## config.mk

```make
export PLATFORM = sky130hd
export DESIGN_NAME = down_count_timer_flat
export DESIGN_NICKNAME = d
export VERILOG_FILES = /design/src/rtl/down_count_timer_if.sv /design/src/rtl/down_count_timer.sv /design/src/flat_wrapper.sv
export SDC_FILE = /design/constraint.sdc
export NUM_CORES = 1
export LEC_CHECK = 0
export ABC_CLOCK_PERIOD_IN_PS = 2700
export CAP_MARGIN = 20
export CORE_MARGIN = 8
export CORE_UTILIZATION = 47
export DETAILED_ROUTE_END_ITERATION = 16
export GPL_TIMING_DRIVEN = 1
export PLACE_DENSITY = 0.77
export SLEW_MARGIN = 40
export SYNTH_ARGS = -nofsm -noshare
export SYNTH_HDL_FRONTEND = slang
export SYNTH_SLANG_ARGS = --single-unit
```

## constraint.sdc

```tcl
create_clock -name clk -period 2.7 [get_ports clk]
set_clock_uncertainty 0.05 [all_clocks]
set_input_delay 0.54 -clock clk [delete_from_list [all_inputs] [get_ports clk]]
set_output_delay 0.54 -clock clk [all_outputs]
set_load 0.01 [all_outputs]
```

## src/rtl/down_count_timer_if.sv

```systemverilog
// Control/status bundle for the down-count timer: the master drives the load and
// control strobes, and the slave (the timer) returns the count and status flags.
interface down_count_timer_if #(
  parameter int WIDTH = 4
);
  logic [WIDTH-1:0] load_val;
  logic             start;
  logic             stop;
  logic             pause;
  logic             auto_reload;
  logic [WIDTH-1:0] count;
  logic             busy;
  logic             tc;
  logic             done;

  modport master (
    output load_val, start, stop, pause, auto_reload,
    input  count, busy, tc, done
  );

  modport slave (
    input  load_val, start, stop, pause, auto_reload,
    output count, busy, tc, done
  );
endinterface

```

## src/rtl/down_count_timer.sv

```systemverilog
// Loadable, pausable down-counter with a one-cycle terminal-count pulse.
// It either stops in DONE or auto-reloads its start value for periodic operation.
module down_count_timer #(
  parameter int WIDTH = 4
) (
  input  logic                 clk,
  input  logic                 rst,
  down_count_timer_if.slave    tif
);

  typedef enum logic [1:0] {
    IDLE = 2'd0,
    RUN  = 2'd1,
    DONE = 2'd2
  } state_t;

  state_t           state_q,  state_d;
  logic [WIDTH-1:0] count_q,  count_d;
  logic [WIDTH-1:0] reload_q, reload_d;
  logic             tc_q,     tc_d;
  logic             busy_q,   busy_d;
  logic             done_q,   done_d;

  logic             load_ok;

  // A zero load value is never accepted, so a RUN count is always at least 1.
  assign load_ok = tif.start && (tif.load_val != '0);

  always_ff @(posedge clk) begin
    if (rst) begin
      state_q  <= IDLE;
      count_q  <= '0;
      reload_q <= '0;
      tc_q     <= 1'b0;
      busy_q   <= 1'b0;
      done_q   <= 1'b0;
    end else begin
      state_q  <= state_d;
      count_q  <= count_d;
      reload_q <= reload_d;
      tc_q     <= tc_d;
      busy_q   <= busy_d;
      done_q   <= done_d;
    end
  end

  always_comb begin
    state_d  = state_q;
    count_d  = count_q;
    reload_d = reload_q;
    tc_d     = 1'b0;

    unique case (state_q)
      RUN: begin
        if (tif.stop) begin
          state_d = IDLE;
        end else if (!tif.pause) begin
          if (count_q == WIDTH'(1)) begin
            tc_d = 1'b1;
            if (tif.auto_reload) begin
              count_d = reload_q;
            end else begin
              count_d = '0;
              state_d = DONE;
            end
          end else if (count_q != '0) begin
            count_d = count_q - WIDTH'(1);
          end
        end
      end
      IDLE, DONE: begin
        if (tif.stop) begin
          state_d = IDLE;
        end else if (load_ok) begin
          count_d  = tif.load_val;
          reload_d = tif.load_val;
          state_d  = RUN;
        end
      end
      default: begin
        state_d = IDLE;
      end
    endcase

    busy_d = (state_d == RUN);
    done_d = (state_d == DONE);
  end

  assign tif.count = count_q;
  assign tif.busy  = busy_q;
  assign tif.tc    = tc_q;
  assign tif.done  = done_q;

endmodule

```

## src/flat_wrapper.sv

```systemverilog
// flat-port wrapper written by rule: the top's interface ports become plain ports
module down_count_timer_flat 
#(
  parameter int WIDTH = 4
)
  (clk, rst, tif_load_val, tif_start, tif_stop, tif_pause, tif_auto_reload, tif_count, tif_busy, tif_tc, tif_done);
  down_count_timer_if #(.WIDTH(WIDTH)) tif_i ();
  input  logic clk;
  input  logic rst;
  input wire logic [$bits(tif_i.load_val)-1:0] tif_load_val;
  input wire logic [$bits(tif_i.start)-1:0] tif_start;
  input wire logic [$bits(tif_i.stop)-1:0] tif_stop;
  input wire logic [$bits(tif_i.pause)-1:0] tif_pause;
  input wire logic [$bits(tif_i.auto_reload)-1:0] tif_auto_reload;
  output wire logic [$bits(tif_i.count)-1:0] tif_count;
  output wire logic [$bits(tif_i.busy)-1:0] tif_busy;
  output wire logic [$bits(tif_i.tc)-1:0] tif_tc;
  output wire logic [$bits(tif_i.done)-1:0] tif_done;
  assign tif_i.load_val = tif_load_val;
  assign tif_i.start = tif_start;
  assign tif_i.stop = tif_stop;
  assign tif_i.pause = tif_pause;
  assign tif_i.auto_reload = tif_auto_reload;
  assign tif_count = tif_i.count;
  assign tif_busy = tif_i.busy;
  assign tif_tc = tif_i.tc;
  assign tif_done = tif_i.done;
  down_count_timer #(.WIDTH(WIDTH)) u_core (.clk(clk), .rst(rst), .tif(tif_i));
endmodule
```

==> flow_summary.html <==
<table>
<tr><th>Metric</th><th>Value</th></tr>
<tr><th colspan="2">Global routing</th></tr>
<tr><td>Global-route wire length before repair</td><td>between 2 and 3 mm</td></tr>
<tr><td>Grt ovf</td><td>0</td></tr>
<tr><td>Vias in the first global route</td><td>roughly 600</td></tr>
<tr><td>Initial antenna violation count</td><td>0</td></tr>
<tr><td>Maximum number of pins on one net before global-route repair</td><td>14</td></tr>
<tr><td>Global Route Usage Sum</td><td>a little over an eighth</td></tr>
<tr><th colspan="2">Run</th></tr>
<tr><td>Number of maximum-capacitance violations</td><td>0</td></tr>
<tr><th colspan="2">Clocking</th></tr>
<tr><td>Post-CTS Repair Setup Buffers</td><td>0</td></tr>
<tr><td>CTS root buf</td><td>clkbuf_4</td></tr>
<tr><td>Later-pin clock latency in the skew report</td><td>0.28 ns</td></tr>
<tr><td>Number of buffers added by the clock tree synthesis step</td><td>3</td></tr>
<tr><td>Worst-path clk slew</td><td>0.08 ns</td></tr>
<tr><td>Number of levels in the clock H-tree</td><td>1</td></tr>
<tr><td>Clk sinks</td><td>13</td></tr>
<tr><td>Number of hold-repair buffers added at the cts stage</td><td>0</td></tr>
<tr><td>Clock Tree Buf Depth</td><td>2</td></tr>
<tr><td>Count of cells resized by post-cts repair</td><td>0</td></tr>
<tr><td>Clock tree from TritonCTS</td><td>done</td></tr>
<tr><th colspan="2">Placed design</th></tr>
<tr><td>PortBufs</td><td>16</td></tr>
<tr><td>Half-perimeter wire length after detailed placement</td><td>roughly 1.2 mm</td></tr>
<tr><td>Placer Congestion</td><td>0.8697</td></tr>
<tr><td>Worst slack at placement</td><td>~0.5 ns</td></tr>
<tr><th colspan="2">Setup path</th></tr>
<tr><td>Nature of the critical path endpoint</td><td>register</td></tr>
<tr><td>Number of cells on the critical path</td><td>6</td></tr>
<tr><td>Worst path slowest cell</td><td>or3b_1</td></tr>
<tr><td>Largest delay share family, worst path</td><td>simple AND/OR/NAND/NOR gates</td></tr>
<tr><td>Register-to-Register Path Depth</td><td>6</td></tr>
<tr><td>Kind of start point of the critical path</td><td>register</td></tr>
<tr><td>CP Max Fanout</td><td>8</td></tr>
<tr><td>WS Path Type</td><td>register to register</td></tr>
<tr><td>Worst setup path startpoint</td><td>u_core.tif.count[1]</td></tr>
<tr><td>CP required</td><td>2.86 ns</td></tr>
<tr><td>R2R Path Start</td><td>u_core.tif.count[1]</td></tr>
<tr><td>Sequence of cells on the critical path</td><td>inv_1 -&gt; ha_1 -&gt; or3b_1 -&gt; and3_4 -&gt; or4_1 -&gt; mux2i_1</td></tr>
<tr><td>Number of buffer and inverter stages on the critical path</td><td>1</td></tr>
<tr><td>Worst path max stage delay</td><td>about 0.5 ns</td></tr>
<tr><td>Crit path arrival time</td><td>2.32 ns</td></tr>
<tr><th colspan="2">Power and ir drop</th></tr>
<tr><td>Clock group share of total power</td><td>29.9%</td></tr>
<tr><td>Combinational cell fraction of total power</td><td>20.1%</td></tr>
<tr><td>Power density cells</td><td>471.8 nW/um^2</td></tr>
<tr><td>Max IR drop VDD</td><td>0.2742 mV</td></tr>
<tr><td>Switch share</td><td>28.51%</td></tr>
<tr><td>Leak pwr</td><td>0.3256 nW</td></tr>
<tr><td>Sequential power share</td><td>50.0%</td></tr>
<tr><td>Net switching power of the design</td><td>0.1207 mW</td></tr>
<tr><td>Int Pwr</td><td>approximately 0.30 mW</td></tr>
<tr><th colspan="2">STA</th></tr>
<tr><td>Min Tclk post-route</td><td>2.157 ns</td></tr>
<tr><td>RSZ-0062 raised after global routing</td><td>no</td></tr>
<tr><td>Count of pins over their slew limit</td><td>0</td></tr>
<tr><td>Relative slew slack</td><td>64.04%</td></tr>
<tr><td>Fmax</td><td>between 400 and 500 MHz</td></tr>
<tr><td>Endpoints failing hold</td><td>0</td></tr>
<tr><td>Crit path setup slack, layout</td><td>0.5430 ns</td></tr>
<tr><td>Period utilisation layout</td><td>79.89%</td></tr>
<tr><td>Worst-margin pin slew</td><td>0.5365 ns</td></tr>
<tr><td>Count of endpoints failing setup in the final report</td><td>0</td></tr>
<tr><td>Setup Total Neg Slack</td><td>0 ns</td></tr>
<tr><th colspan="2">Drt</th></tr>
<tr><td>Number of remaining DRC errors</td><td>0</td></tr>
<tr><td>Total via count in the routed design</td><td>676</td></tr>
<tr><td>Number of optimization iterations in the first detailed-route pass</td><td>4</td></tr>
<tr><td>Routed wire length</td><td>1.654 mm</td></tr>
<tr><td>Iteration-0 DRC Markers</td><td>56</td></tr>
<tr><td>Per-cell routed wire length</td><td>14.77 um</td></tr>
<tr><td>Avg Vias per Cell</td><td>6.036</td></tr>
<tr><td>Remaining antenna violation count</td><td>0</td></tr>
<tr><th colspan="2">Final layout</th></tr>
<tr><td>Area of the multi-input gates</td><td>400.4 um^2</td></tr>
<tr><td>Proportion of layout cells with a drive suffix above 1</td><td>9.375%</td></tr>
<tr><td>Net count of the finished layout</td><td>110</td></tr>
<tr><td>Sequential cell area</td><td>260.3 um^2</td></tr>
<tr><td>Area grow syn2layout</td><td>28.49%</td></tr>
<tr><td>Number of diodes added for antenna fixing</td><td>0</td></tr>
<tr><td>Layout fillers</td><td>~130</td></tr>
<tr><th colspan="2">Synthesis</th></tr>
<tr><td>Compound-gate portion of the synthesized area</td><td>13.80%</td></tr>
<tr><td>Netlist Area Pre-Place</td><td>around 700 um^2</td></tr>
<tr><td>Count of unique library cells instantiated by Yosys</td><td>30</td></tr>
<tr><td>Simple-gate portion of the synthesized area</td><td>26.88%</td></tr>
<tr><td>Mux contribution to synthesized area</td><td>10.04%</td></tr>
<tr><td>Sequential element share of the synthesized area</td><td>37.28%</td></tr>
<tr><td>Synthesized net count</td><td>91</td></tr>
<tr><td>Post-synthesis xor/xnor area fraction</td><td>1.254%</td></tr>
<tr><td>Number of warnings printed during yosys synthesis</td><td>0</td></tr>
<tr><td>Post-synthesis adder-cell area fraction</td><td>between 5 and 6%</td></tr>
<tr><td>Synthesized flop and latch total</td><td>13</td></tr>
<tr><td>Count of mapped cells out of synthesis</td><td>just under 80</td></tr>
<tr><td>Largest family of logic cells by synthesized area</td><td>simple AND/OR/NAND/NOR gates</td></tr>
<tr><td>Synth Area per Inst</td><td>8.951 um^2</td></tr>
<tr><th colspan="2">Hold path</th></tr>
<tr><td>Launch instance of the worst min-delay path</td><td>u_core.reload_q[0]</td></tr>
<tr><td>Hold depth</td><td>2</td></tr>
<tr><td>Class of the tightest hold or removal check</td><td>register to register</td></tr>
<tr><th colspan="2">Floorplan</th></tr>
<tr><td>Floorplan Core Area</td><td>1454 um^2</td></tr>
<tr><td>Die Area</td><td>2975 um^2</td></tr>
<tr><td>Standard-cell row count</td><td>14</td></tr>
<tr><td>Top-level I/O count</td><td>17</td></tr>
<tr><td>Chip width</td><td>about 55 um</td></tr>
<tr><td>Die Height</td><td>54.54 um</td></tr>
<tr><td>Initial Utilization</td><td>48.02%</td></tr>
<tr><th colspan="2">Status</th></tr>
<tr><td>Result of the run</td><td>finished, final reports clean</td></tr>
</table>
[synth_stat cells]
cell	n	area, um^2
dfxtp_1	13	260.3
nor2_1	9	33.78
mux2i_1	7	70.07
nor3_1	5	25.02
inv_1	4	15.01
clkbuf_1	3	11.26
ha_1	3	37.54
nand2_1	3	11.26
nand3_1	3	15.01
nor4b_1	3	26.28
a211oi_1	2	15.01
a21oi_1	2	10.01
nand2b_1	2	12.51
nor4_1	2	12.51
o21ai_0	2	10.01
a2111oi_0	1	8.760
a311oi_1	1	8.760
a31oi_1	1	6.260
and3_4	1	11.26
buf_6	1	11.26
nor3_2	1	10.01
o311a_2	1	11.26
o31ai_1	1	7.510
o32a_1	1	10.01
o41ai_1	1	8.760
or3_1	1	6.260
or3_2	1	7.510
or3b_1	1	8.760
or4_1	1	7.510
xor2_1	1	8.760
[final cells by class]
class / count / share of cell area (%)
multi-input combinational: 57 / 44.63
sequential: 13 / 29.01
timing repair buffer: 18 / 19.53
clock buffer: 4 / 2.929
tap: 16 / 2.232
inverter: 4 / 1.674
[power groups by stage]
stage / Sequential [mW] / Combinational, mW / Clock [mW]
floorplan: 0.215 / 0.0471 / 0
global placement: 0.216 / 0.0830 / 0
detailed placement: 0.216 / 0.0837 / 0
CTS: 0.211 / 0.0845 / 0.126
global route: 0.214 / 0.0935 / 0.135
finish: 0.212 / 0.0851 / 0.126
[logic make-up after synthesis]
logic type      after synthesis
xor+xnor                      1
compound gates               13
fa+ha+maj                     3
mux                           7
flops                        13
simple gates                 33
buf+inv                       8
[final timing paths]
| kind | slack [ns] | end |
|---|---|---|
| setup / recovery | 0.54 | u_core.tif.count[1] |
| hold reg to reg | 0.45 | u_core.reload_q[0] |
| hold / removal | 0.45 | u_core.reload_q[0] |
| setup reg to reg | 0.54 | u_core.tif.count[1] |
[state kept, by name, summed over array words and instances (netlist names)]
name,flops
u_core.tif.count,4
u_core.reload_q,4
u_core.tif.done,1
u_core.state_q,2
u_core.tif.tc,1
u_core.tif.busy,1
[worst register-to-register path: cells and delay by family (launching register included)]
family        cells  cell delay (ns)
fa+ha+maj         1             0.21
buf+inv           1             0.12
flops             1             0.36
mux               1             0.14
simple gates      3             1.22
[per-stage QoR]
stage                     cells  util (%)  area (um^2)  hold slack (ns)  total power [mW]
after floorplan              78         -        698.2           0.4100            0.2617
after global placement      108     59.90        870.8           0.4294            0.2985
after detailed placement    108     59.90        870.8           0.4352            0.2996
after CTS                   112     61.70        897.1           0.4565            0.4222
after global routing        112     61.70        897.1           0.4991            0.4418
final                       112     61.70        897.1           0.4543            0.4232
[layout by cell type (no fill, tap or decap), types with 2 or more instances in the layout]
cell type and count:
a21oi_1 2, buf_4 2, ha_1 3, nor4_1 2
nor4b_1 3, clkdlybuf4s50_1 16, nor2_1 9, dfxtp_1 13
nor3_1 5, clkbuf_4 3, nand2b_1 2, mux2i_1 7
nand3_1 3, inv_1 4, nand2_1 3, o21ai_0 2
a211oi_1 2
[metal layers]
layer  up-vias  wire length [um]  global-route usage (%)
li1        327                 -                       -
met1       299               735                   17.55
met2        45               720                   18.51
met3         5               168                   4.076
met4         0                30                   6.557
met5         -                 0                       0
No activity file was read; power rests on OpenSTA's default activity.
